File: src/rtl/game_end_of_game_timer_score_if.sv
// Signal bundle between the game master and the end-of-game timer/score block.
// The master drives start, game_won and score_clear. The timer drives everything else.
interface game_end_of_game_timer_score_if #(
    parameter int SCORE_DIGITS = 2
);
    logic                      end_of_game_timer_start;
    logic                      game_won;
    logic                      score_clear;
    logic                      end_of_game_timer_running;
    logic                      result_valid;
    logic                      last_won;
    logic                      blink;
    logic [4*SCORE_DIGITS-1:0] win_score;
    logic [4*SCORE_DIGITS-1:0] loss_score;

    modport master (
        output end_of_game_timer_start, game_won, score_clear,
        input  end_of_game_timer_running, result_valid, last_won, blink,
               win_score, loss_score
    );

    modport slave (
        input  end_of_game_timer_start, game_won, score_clear,
        output end_of_game_timer_running, result_valid, last_won, blink,
               win_score, loss_score
    );
endinterface

File: src/rtl/game_end_of_game_timer_score.sv
// End-of-game pause timer. It tallies each round's result into saturating BCD win/loss scores.
// It also drives the overlay blink while the pause runs.
module game_end_of_game_timer_score #(
    parameter int TIMER_CYCLES = 100000000,
    parameter int BLINK_CYCLES = 12500000,
    parameter int SCORE_DIGITS = 2
) (
    input  logic clk,
    input  logic rst,
    game_end_of_game_timer_score_if.slave bus
);
    localparam int CNT_W   = $clog2(TIMER_CYCLES);
    localparam int BLINK_W = $clog2(BLINK_CYCLES + 1);
    localparam int SCORE_W = 4 * SCORE_DIGITS;
    localparam logic [CNT_W-1:0]   CNT_LOAD   = CNT_W'(TIMER_CYCLES - 1);
    localparam logic [BLINK_W-1:0] BLINK_LOAD = BLINK_W'(BLINK_CYCLES - 1);

    typedef enum logic {IDLE, RUN} state_t;

    state_t               state_reg, state_next;
    logic [CNT_W-1:0]     cnt_reg;
    logic [BLINK_W-1:0]   blink_cnt_reg;
    logic                 won_sticky_reg;
    logic                 blink_reg;
    logic                 result_valid_reg;
    logic                 last_won_reg;
    logic [SCORE_W-1:0]   win_score_reg, loss_score_reg;
    logic [SCORE_W-1:0]   win_inc, loss_inc, win_inc_raw, loss_inc_raw;
    logic [SCORE_DIGITS:0] win_carry, loss_carry;
    logic                 running;
    logic                 start_accept;
    logic                 tally;
    logic                 won_now;

    // State register
    always_ff @(posedge clk) begin
        if (!rst) state_reg <= IDLE;
        else      state_reg <= state_next;
    end

    // Next-state logic
    always_comb begin
        state_next = state_reg;
        case (state_reg)
            IDLE: if (bus.end_of_game_timer_start) state_next = RUN;
            RUN:  if (cnt_reg == '0)               state_next = IDLE;
            default: state_next = IDLE;
        endcase
    end

    // Running must already be high in the start cycle so the master never sees a gap.
    always_comb begin
        running      = (state_reg == RUN) | ((state_reg == IDLE) & bus.end_of_game_timer_start);
        start_accept = (state_reg == IDLE) & bus.end_of_game_timer_start;
        tally        = (state_reg == RUN) & (cnt_reg == '0);
        won_now      = won_sticky_reg | bus.game_won;
    end

    // Ripple BCD increment. When every digit is already 9, the carry-out holds the value.
    assign win_carry[0]  = 1'b1;
    assign loss_carry[0] = 1'b1;
    generate
        for (genvar gi = 0; gi < SCORE_DIGITS; gi++) begin : g_bcd
            logic [3:0] win_digit, loss_digit;
            assign win_digit         = win_score_reg[4*gi +: 4];
            assign loss_digit        = loss_score_reg[4*gi +: 4];
            assign win_carry[gi+1]   = win_carry[gi] & (win_digit == 4'd9);
            assign loss_carry[gi+1]  = loss_carry[gi] & (loss_digit == 4'd9);
            assign win_inc_raw[4*gi +: 4]  = !win_carry[gi]  ? win_digit  :
                                             (win_digit == 4'd9)  ? 4'd0 : win_digit + 4'd1;
            assign loss_inc_raw[4*gi +: 4] = !loss_carry[gi] ? loss_digit :
                                             (loss_digit == 4'd9) ? 4'd0 : loss_digit + 4'd1;
        end
    endgenerate

    assign win_inc  = win_carry[SCORE_DIGITS]  ? win_score_reg  : win_inc_raw;
    assign loss_inc = loss_carry[SCORE_DIGITS] ? loss_score_reg : loss_inc_raw;

    // Pause datapath: counters, sticky win capture, blink and tally
    always_ff @(posedge clk) begin
        if (!rst) begin
            cnt_reg          <= '0;
            blink_cnt_reg    <= '0;
            won_sticky_reg   <= 1'b0;
            blink_reg        <= 1'b0;
            result_valid_reg <= 1'b0;
            last_won_reg     <= 1'b0;
            win_score_reg    <= '0;
            loss_score_reg   <= '0;
        end else begin
            result_valid_reg <= 1'b0;
            if (start_accept) begin
                cnt_reg        <= CNT_LOAD;
                blink_cnt_reg  <= BLINK_LOAD;
                blink_reg      <= 1'b1;
                won_sticky_reg <= bus.game_won;
            end else if (state_reg == RUN) begin
                won_sticky_reg <= won_now;
                if (tally) begin
                    result_valid_reg <= 1'b1;
                    last_won_reg     <= won_now;
                    blink_reg        <= 1'b0;
                end else begin
                    cnt_reg <= cnt_reg - 1'b1;
                    if (blink_cnt_reg == '0) begin
                        blink_reg     <= ~blink_reg;
                        blink_cnt_reg <= BLINK_LOAD;
                    end else begin
                        blink_cnt_reg <= blink_cnt_reg - 1'b1;
                    end
                end
            end

            // A clear on the tally edge wins over the increment.
            if (bus.score_clear) begin
                win_score_reg  <= '0;
                loss_score_reg <= '0;
            end else if (tally) begin
                if (won_now) win_score_reg  <= win_inc;
                else         loss_score_reg <= loss_inc;
            end
        end
    end

    assign bus.end_of_game_timer_running = running;
    assign bus.result_valid              = result_valid_reg;
    assign bus.last_won                  = last_won_reg;
    assign bus.blink                     = blink_reg;
    assign bus.win_score                 = win_score_reg;
    assign bus.loss_score                = loss_score_reg;
endmodule

File: src/flat_wrapper.sv
// flat-port wrapper written by rule: the top's interface ports become plain ports
module game_end_of_game_timer_score_flat 
#(
    parameter int TIMER_CYCLES = 100000000,
    parameter int BLINK_CYCLES = 12500000,
    parameter int SCORE_DIGITS = 2
)
  (clk, rst, bus_end_of_game_timer_start, bus_game_won, bus_score_clear, bus_end_of_game_timer_running, bus_result_valid, bus_last_won, bus_blink, bus_win_score, bus_loss_score);
  game_end_of_game_timer_score_if #(.SCORE_DIGITS(SCORE_DIGITS)) bus_i ();
  input  logic clk;
  input  logic rst;
  input wire logic [$bits(bus_i.end_of_game_timer_start)-1:0] bus_end_of_game_timer_start;
  input wire logic [$bits(bus_i.game_won)-1:0] bus_game_won;
  input wire logic [$bits(bus_i.score_clear)-1:0] bus_score_clear;
  output wire logic [$bits(bus_i.end_of_game_timer_running)-1:0] bus_end_of_game_timer_running;
  output wire logic [$bits(bus_i.result_valid)-1:0] bus_result_valid;
  output wire logic [$bits(bus_i.last_won)-1:0] bus_last_won;
  output wire logic [$bits(bus_i.blink)-1:0] bus_blink;
  output wire logic [$bits(bus_i.win_score)-1:0] bus_win_score;
  output wire logic [$bits(bus_i.loss_score)-1:0] bus_loss_score;
  assign bus_i.end_of_game_timer_start = bus_end_of_game_timer_start;
  assign bus_i.game_won = bus_game_won;
  assign bus_i.score_clear = bus_score_clear;
  assign bus_end_of_game_timer_running = bus_i.end_of_game_timer_running;
  assign bus_result_valid = bus_i.result_valid;
  assign bus_last_won = bus_i.last_won;
  assign bus_blink = bus_i.blink;
  assign bus_win_score = bus_i.win_score;
  assign bus_loss_score = bus_i.loss_score;
  game_end_of_game_timer_score #(.TIMER_CYCLES(TIMER_CYCLES), .BLINK_CYCLES(BLINK_CYCLES), .SCORE_DIGITS(SCORE_DIGITS)) u_core (.clk(clk), .rst(rst), .bus(bus_i));
endmodule
File: config.mk
export PLATFORM = sky130hd
export DESIGN_NAME = game_end_of_game_timer_score_flat
export DESIGN_NICKNAME = d
export VERILOG_FILES = /design/src/rtl/game_end_of_game_timer_score_if.sv /design/src/rtl/game_end_of_game_timer_score.sv /design/src/flat_wrapper.sv
export SDC_FILE = /design/constraint.sdc
export NUM_CORES = 1
export LEC_CHECK = 0
export ABC_AREA = 1
export CAP_MARGIN = 20
export CELL_PAD_IN_SITES_DETAIL_PLACEMENT = 2
export CELL_PAD_IN_SITES_GLOBAL_PLACEMENT = 2
export CORE_MARGIN = 1
export CORE_UTILIZATION = 35
export CTS_CLUSTER_DIAMETER = 40
export DETAILED_ROUTE_END_ITERATION = 8
export GPL_ROUTABILITY_DRIVEN = 0
export PLACE_DENSITY_LB_ADDON = 0.1
export SLEW_MARGIN = 20
export SYNTH_ARGS = -nofsm -noshare
export SYNTH_HDL_FRONTEND = slang
export SYNTH_SLANG_ARGS = --single-unit
export TNS_END_PERCENT = 30
File: constraint.sdc
create_clock -name clk -period 4.5 [get_ports clk]
set_clock_uncertainty 0.2 [all_clocks]
set_input_delay 0.675 -clock clk [delete_from_list [all_inputs] [get_ports clk]]
set_output_delay 0.675 -clock clk [all_outputs]
set_load 0.01 [all_outputs]
; ---- Word-level counts from Yosys, hierarchy flattened
; Index checks and enable logic that the tools add are counted.
[classes]
n_addsub = 6
eq_ne = 5
mux = 21
n_bitwise = 14
reduce_logical = 15
[op_table]
columns = op, count
row1 = 24-bit 2-to-1 mux, 4
row2 = 27-bit 2-to-1 mux, 3
row3 = 27-bit logical NOT, 1
row4 = 27-bit by 1-bit subtractor with 27-bit output (second input constant), 1
row5 = 24-bit logical NOT, 1
row6 = 24-bit by 1-bit subtractor with 24-bit output (second input constant), 1
row7 = 4-bit by 1-bit adder with 4-bit output (second input constant), 4
row8 = 4-bit equality test (second input constant), 4
row9 = 4-bit 2-to-1 mux, 4
row10 = 1-bit 2-to-1 mux, 9
row11 = 3-bit AND reduction, 3
row12 = 1-bit inverter, 8
row13 = 4-bit AND reduction, 2
row14 = 2-bit AND reduction, 3
row15 = 1-bit AND, 4
row16 = 2-bit OR reduction, 2
row17 = 3-bit nonzero test, 1
row18 = 3-bit OR reduction, 1
row19 = 2-bit by 1-bit != test with 1-bit output (second input constant), 1
row20 = 1-bit OR, 2
row21 = 1-bit one-hot mux with 2 select lines, 1
row22 = 2-bit nonzero test, 1
[word_totals]
register_bits = 72
input_bits = 5
output_inout_bits = 20
wordCells = 74

; ---- Depth between registers and ports, before layout
; Gate-level depths: netlist (run 1).
[depth]
depth_word = 5
mapped_depth = 13
mapped_depth_nobuf = 12

; ---- Worst setup path after synthesis (run 1)
; No wires, ideal clock.
[synth_timing]
path_kind = reg-to-reg
startpoint = reg u_core.cnt_reg[0]
endpoint = reg u_core.win_score_reg[1] (netlist: u_core.bus.win_score[1])
setup_ns = 0.132
arrival_ns = 1.588
required_time_ns = 4.168
setup_slack_ns = 2.579
stages_incl_launch_ff = 14
n_path_buf = 2
synth_period_minus_slack_ns = 1.921
path_cell_list = dfxtp_1 > inv_1 > ha_1 > nand2_2 > nor2_4 > nand2_2 > clkinv_2 > nand3_4 > buf_6 > nor2_4 > buf_6 > inv_1 > nand2_1 > a21oi_1
[synth_between]
elab_chain_cells = 3
[synth_lines]
columns = item, line
row1 = start: declaration, game_end_of_game_timer_score.sv:21  ; logic [CNT_W-1:0] cnt_reg;
row2 = start signal: assignment, game_end_of_game_timer_score.sv:104  ; cnt_reg <= cnt_reg - 1'b1;
row3 = 27-bit logical NOT, game_end_of_game_timer_score.sv:55  ; tally = (state_reg == RUN) & (cnt_reg == '0);
row4 = 1-bit AND, game_end_of_game_timer_score.sv:55
row5 = 3-bit AND reduction (no line), -
row6 = end signal: assignment, game_end_of_game_timer_score.sv:119  ; if (won_now) win_score_reg <= win_inc;
row7 = end: declaration, game_end_of_game_timer_score.sv:27  ; logic [SCORE_W-1:0] win_score_reg, loss_score_reg;
; No other way between the ends.
; A chain may end at the register's enable or synchronous reset.

; ---- Worst setup path after layout (run 1)
[layout_timing]
startpoint = in bus_end_of_game_timer_start
endpoint = out bus_end_of_game_timer_running
[layout_between]
elab_chain_cells = 2
[layout_lines]
columns = item, line
row1 = start: declaration, flat_wrapper.sv:12  ; input wire logic [$bits(bus_i.end_of_game_timer_start)-1:0] bus_end_of_game_timer_start;
row2 = 1-bit AND, game_end_of_game_timer_score.sv:53  ; running = (state_reg == RUN) | ((state_reg == IDLE) & bus.end_of_game_timer_start);
row3 = 1-bit OR, game_end_of_game_timer_score.sv:53
row4 = end: declaration, flat_wrapper.sv:15  ; output wire logic [$bits(bus_i.end_of_game_timer_running)-1:0] bus_end_of_game_timer_running;
; No other way between the ends.

==> results of run 1 <==
-- layout make-up --
class / count / area share [%]
clock buffer: 13 / 5.09
clock inverter: 1 / 0.102
inverter: 72 / 5.53
multi-input combinational: 520 / 50.5
sequential: 72 / 29.3
tap: 147 / 3.74
timing repair buffer: 29 / 5.65
-- power by group through the flow --
stage	Sequential (mW)	Combinational (mW)	Clock, mW
2_1_floorplan	0.720	0.292	0
3_3_place_gp	0.734	0.382	0
3_5_place_dp	0.737	0.406	0
4_1_cts	0.723	0.412	0.663
5_1_grt	0.729	0.459	0.691
6_report	0.723	0.409	0.649
-- synth_stat cells, drive strengths merged, types with 8 or more instances --
master and number:
inv 70, nand3b 8, a21oi 41, nor2 112
nor3 10, nand3 61, buf 9, o21ai 26
clkbuf 8, a31oi 9, xor2 18, nand2 189
nand4 25, dfxtp 72
-- per-layer routing --
layer	routed length (um)	part of all wire (%)
met1	6990	47
met2	7490	50
met3	324	2.2
met4	172	1.1
met5	0	0
-- worst min path at each step --
| stage | to | slack [ns] | depth (start not counted) |
|---|---|---|---|
| after floorplan | u_core.blink_cnt_reg[0] | 0.22 | 1 |
| after global placement | u_core.blink_cnt_reg[0] | 0.24 | 1 |
| after detailed placement | u_core.cnt_reg[25] | 0.27 | 2 |
| after CTS | u_core.cnt_reg[25] | 0.28 | 2 |
| after global routing | u_core.cnt_reg[25] | 0.31 | 2 |
| final | u_core.cnt_reg[25] | 0.27 | 2 |
-- critical path: stages --
cell and delay [ns]:
sky130_fd_sc_hd__clkdlybuf4s50_1 0.42, sky130_fd_sc_hd__nor2_1 0.11, sky130_fd_sc_hd__clkinv_1 0.27, sky130_fd_sc_hd__clkdlybuf4s50_1 0.58
-- stage by stage --
stage / util (%) / hold WS [ns]
finish: 41.1 / 0.275
global route: 41.1 / 0.305
CTS: 41.1 / 0.279
detailed placement: 38.9 / 0.271
global placement: 38.9 / 0.240
floorplan: - / 0.223
-- cell families after synthesis --
| logic type | synth area share, % |
|---|---|
| buffers and inverters | 8.41 |
| AO/OA/AOI/OAI | 10.0 |
| flip-flops | 33.6 |
| XOR/XNOR | 4.70 |
| AND/OR/NAND/NOR | 42.3 |
| adder cells (fa/ha/maj) | 0.876 |
==> summary.txt, run 1 <==
Clock network
  • Deepest clock path buffer count: 2
  • CTS H-tree lvls: 3
  • Post-CTS clock slew at the launch and capture registers of the worst setup and hold paths: 0.05 ns
  • CTS Root Buffer Type: sky130_fd_sc_hd__clkbuf_16
  • Clock sink count: 72
  • Clock latency at the later pin of the worst-skew pair: 0.34 ns
  • Total CTS buffers: 9
  • CTS Hold Buffers Added: 0
  • Buffers inserted during post-CTS setup optimization: 0
  • CTS resizes: 0
  • CTS tree: done

Floorplan
  • Ports placed on the boundary: 25
  • Die extent in y: 113 um
  • Total die area: 12700 um2
  • Placeable core region: 12000 um2
  • Horizontal extent of the die: 113 um
  • Initial Util: 35.8%
  • Rows: 40

Synth
  • Post-Syn Area: 4280 um2
  • Total of flip-flops plus latches after synthesis: 72
  • Post-synthesis net count: 689
  • Count of unique library cells instantiated by Yosys: 33
  • Portion of the post-synthesis area used by sequential elements: 33.6%
  • Leading cell types by total area after synthesis: sky130_fd_sc_hd__dfxtp_1, sky130_fd_sc_hd__nand2_1, sky130_fd_sc_hd__nor2_1, sky130_fd_sc_hd__nand3_1, sky130_fd_sc_hd__inv_1
  • Yosys warns: 0
  • Gate count of the mapped netlist: 681
  • Leading register cell type out of synthesis: sky130_fd_sc_hd__dfxtp_1
  • Share of async-settable or async-resettable flops after synthesis: 0%
  • Yosys top cell area share: 33.6%
  • Number of synthesized flops with an enable pin: 0
  • Mean area per synthesized cell: 6.29 um2
  • Most area-hungry cell type in the Yosys netlist: sky130_fd_sc_hd__dfxtp_1

STA
  • Maximum clock rate: 341 MHz
  • Transition time of the tightest slew-check pin: 0.794 ns
  • Max_slew headroom: 47.0%
  • Setup repair after global routing missed its margin: false
  • Number of max-slew violations in the final report: 0
  • Final-report hold violation count: 0
  • Final period util: 65.2%
  • Setup violators final: 0
  • Final total negative setup slack: 0 ns
  • Shortest period the worst path allows: 2.93 ns
  • Worst path setup slack after routing: 1.57 ns

Routing
  • Routed length per placed instance: 17.5 um
  • Initial DRC Count: 152
  • Post-route DRC violation count: 0
  • Post-detailed-route via-to-cell ratio: 5.35
  • Number of iterations in the first detailed-routing pass: 4
  • Number of nets with antenna violations after detailed routing: 0
  • Count of vias placed by the detailed router: 4570
  • Drt total wl: 15.0 mm

Cells and area
  • Layout cells sized above 1: 5.66%
  • Layout Cells excl Fill: 854
  • Most frequent standard cell in the layout excluding fill and tap cells: sky130_fd_sc_hd__nand2_1
  • Post-route cell area: 4910 um2
  • Sequential standard cell area: 1440 um2
  • Commonest non-fill, non-tap cells in the layout: sky130_fd_sc_hd__nand2_1, sky130_fd_sc_hd__nor2_1, sky130_fd_sc_hd__dfxtp_1
  • Number of fill cells: 1473
  • Flip-flop count of the largest register, all copies and words added: 27
  • Ant. Diodes: 0
  • Area used by multi-input combinational logic: 2480 um2
  • Layout overhead on the synthesized area: 14.7%
  • Final net count: 712

GRT
  • Most crowded layer after global routing: met2
  • Met3 Use GR: 3.51%
  • Wire length of the first global-routing pass: 24.9 mm
  • Via count of the first global-routing pass: 4977
  • GR met1 Demand/Resource: 30.7%
  • Number of antenna violations at the first check in global routing: 0
  • Leftover overflow at the end of global routing: 0
  • Pin count of the biggest net entering global routing: 25
  • GR met2 Demand/Resource: 45.0%
  • Global Route Usage Sum: 25.1%

Placed design
  • Placed cell count: 840
  • Final HPWL DP: 11.4 mm
  • Instance area at placement: 4660 um2
  • Number of buffers inserted by port buffering: 24
  • Worst Setup Slack post-DPL: 1.54 ns

Power and ir drop
  • Leakage Power: 2.05 nW
  • Combinational power share: 23.0%
  • Power consumption: 1.78 mW
  • Int Power: 1.18 mW
  • Sw Share: 33.5%
  • Net load switching power: 597 uW
  • Relative contribution of sequential cells to total power: 40.6%
  • Share of power burned in the clock network: 36.4%
  • Power density normalized to cell area: 363 nW/um2
  • Largest voltage drop on the vdd net: 0.162 mV

Setup path
  • Capturing point of the worst reg2reg path: u_core.blink_cnt_reg[1]
  • CP startpoint kind: input pin
  • Origin of the worst setup path: bus_end_of_game_timer_start
  • Sort of element at the end of the critical path: primary output
  • Crit Path Category: in2out
  • Slack of the worst reg-to-reg path: 1.74 ns
  • Reg2reg path depth: 12
  • Req. time, crit path: 3.62 ns
  • Critical path data arrival time: 2.06 ns
  • Top fanout value on the critical path: 9
  • Crit path to: bus_end_of_game_timer_running
  • Launching point of the worst reg2reg path: u_core.cnt_reg[0]

Hold path
  • Hold Path Origin: u_core.cnt_reg[25]
  • Worst hold path class: reg2reg

Outcome
  • Outcome: complete, no violations

Job
  • Max-Cap Viols: 0
Power figures use the tool's default switching activity.
==> run 2: changes to the inputs <==
--- a/config.mk
+++ b/config.mk
@@ -10,7 +10,7 @@
 export CELL_PAD_IN_SITES_DETAIL_PLACEMENT = 2
 export CELL_PAD_IN_SITES_GLOBAL_PLACEMENT = 2
 export CORE_MARGIN = 1
-export CORE_UTILIZATION = 35
+export CORE_UTILIZATION = 33
 export CTS_CLUSTER_DIAMETER = 40
 export DETAILED_ROUTE_END_ITERATION = 8
 export GPL_ROUTABILITY_DRIVEN = 0
==> constraint.sdc (replaced) <==
create_clock -name clk -period 2.7 [get_ports clk]
set_clock_uncertainty 0.2 [all_clocks]
set_input_delay 0.405 -clock clk [delete_from_list [all_inputs] [get_ports clk]]
set_output_delay 0.405 -clock clk [all_outputs]
set_load 0.01 [all_outputs]
==> run 2 against run 1 <==
  * Final cell count up 4.2%
  * Critical path depth is 7 higher
  * Non-clock buffer count increased by 10
  * Via count rose by 1.2%
  * Sequential cell count unchanged
  * Worst setup slack got worse by 1.3 ns
==> summary.txt, run 2 (same netlist as run 1, synthesis figures left out) <==
Routing
  • Post-detailed-route via-to-cell ratio: 5.20
  • Initial DRC Count: 153
  • Number of iterations in the first detailed-routing pass: 4
  • Number of nets with antenna violations after detailed routing: 0
  • Drt total wl: 16.1 mm
  • Routed length per placed instance: 18.0 um
  • Post-route DRC violation count: 0
  • Count of vias placed by the detailed router: 4627

Power and ir drop
  • Power consumption: 3.33 mW
  • Largest voltage drop on the vdd net: 0.306 mV
  • Leakage Power: 2.14 nW
  • Power density normalized to cell area: 653 nW/um2

STA
  • Setup violators final: 0
  • Final total negative setup slack: 0 ns
  • Final-report hold violation count: 0
  • Final period util: 89.2%
  • Hold WS: 0.263 ns
  • Maximum clock rate: 415 MHz
  • Setup repair after global routing missed its margin: false
  • Transition time of the tightest slew-check pin: 0.675 ns
  • Number of max-slew violations in the final report: 0
  • Max_slew headroom: 54.8%
  • Shortest period the worst path allows: 2.41 ns

Setup path
  • Peak per-stage delay on the critical path: 0.52 ns
  • Crit Path Category: reg2reg
  • Critical Path, Cell by Cell: inv_1 > ha_1 > nand2_2 > nor2_4 > nand2_2 > nor2_1 > nor2_1 > buf_4 > nand2_1 > o21ai_0 > a21oi_1
  • Origin of the worst setup path: u_core.cnt_reg[0]
  • Req. time, crit path: 2.72 ns
  • Buffering stage count on the worst path with inverters included: 2
  • Top fanout value on the critical path: 15
  • Launching point of the worst reg2reg path: u_core.cnt_reg[0]
  • CP startpoint kind: flop
  • Slowest CP cell: sky130_fd_sc_hd__nor2_1
  • Critical path data arrival time: 2.43 ns
  • Family with the most delay on the worst path: simple AND/OR/NAND/NOR gates
  • Sort of element at the end of the critical path: flop

Clock network
  • Clock sink count: 72
  • Clock latency at the later pin of the worst-skew pair: 0.35 ns
  • CTS H-tree lvls: 3
  • Buffers inserted during post-CTS setup optimization: 0
  • Deepest clock path buffer count: 2
  • CTS resizes: 0
  • CTS tree: done
  • CTS Hold Buffers Added: 0
  • CTS Root Buffer Type: sky130_fd_sc_hd__clkbuf_16
  • Post-CTS clock slew at the launch and capture registers of the worst setup and hold paths: 0.06 ns
  • Total CTS buffers: 9

GRT
  • Global Route Usage Sum: 25.7%
  • Leftover overflow at the end of global routing: 0
  • Wire length of the first global-routing pass: 26.1 mm
  • Pin count of the biggest net entering global routing: 23
  • Via count of the first global-routing pass: 5052
  • Number of antenna violations at the first check in global routing: 0

Cells and area
  • Layout overhead on the synthesized area: 19.0%
  • Number of fill cells: 1573
  • Commonest non-fill, non-tap cells in the layout: sky130_fd_sc_hd__nand2_1, sky130_fd_sc_hd__nor2_1, sky130_fd_sc_hd__dfxtp_1
  • Final net count: 722
  • Flip-flop count of the largest register, all copies and words added: 27
  • Layout cells sized above 1: 7.24%
  • Most frequent standard cell in the layout excluding fill and tap cells: sky130_fd_sc_hd__nand2_1
  • Ant. Diodes: 0

Floorplan
  • Die extent in y: 116 um
  • Rows: 41
  • Initial Util: 33.9%
  • Horizontal extent of the die: 116 um
  • Ports placed on the boundary: 25
  • Total die area: 13400 um2
  • Placeable core region: 12600 um2

Hold path
  • Hold Path Origin: u_core.blink_cnt_reg[0]
  • Worst hold path class: reg2reg

Placed design
  • Final HPWL DP: 11.7 mm
  • Number of buffers inserted by port buffering: 24

Job
  • Max-Cap Viols: 0

Outcome
  • Outcome: complete, no violations
run 2: worst paths after layout:
check	endpoint	slack (ns)	cells after the start
worst max register to register	u_core.cnt_reg[23]	0.29	11
worst max-delay path	u_core.cnt_reg[23]	0.29	11
worst min-delay path	u_core.blink_cnt_reg[0]	0.26	1
worst min register to register	u_core.blink_cnt_reg[0]	0.26	1
run 2: metal layers:
| layer | up-vias | global-route usage (%) | part of all wire (%) |
|---|---|---|---|
| li1 | 2269 | - | - |
| met1 | 2282 | 31.5 | 46 |
| met2 | 60 | 45.6 | 50 |
| met3 | 16 | 5.18 | 2.6 |
| met4 | 0 | 6.67 | 1.3 |
| met5 | - | 0 | 0 |
run 2: through the flow:
step | std cells | instance area, um2 | setup WS, ns | utilization (%)
after floorplan | 681 | 4280 | 0.779 | -
after global placement | 875 | 4760 | 0.477 | 37.7
after detailed placement | 875 | 4760 | 0.275 | 37.7
after CTS | 890 | 5100 | 0.259 | 40.4
after global routing | 890 | 5100 | 0.126 | 40.4
final | 890 | 5100 | 0.292 | 40.4
run 2: area by class of cell:
class | count | area (um2) | area share [%]
repair buffers | 39 | 353 | 6.92
clock buffers | 12 | 246 | 4.83
flip-flops and latches | 72 | 1440 | 28.3
multi-input cells | 520 | 2480 | 48.7
well taps | 172 | 215 | 4.22
clock inverters | 3 | 90.1 | 1.77
inverters | 72 | 272 | 5.32
run 2: report_power, final:
group          internal [mW]  switching (mW)  total [mW]
logic                  0.225           0.496       0.721
registers               1.13          0.0751        1.20
clock network          0.924           0.483        1.41
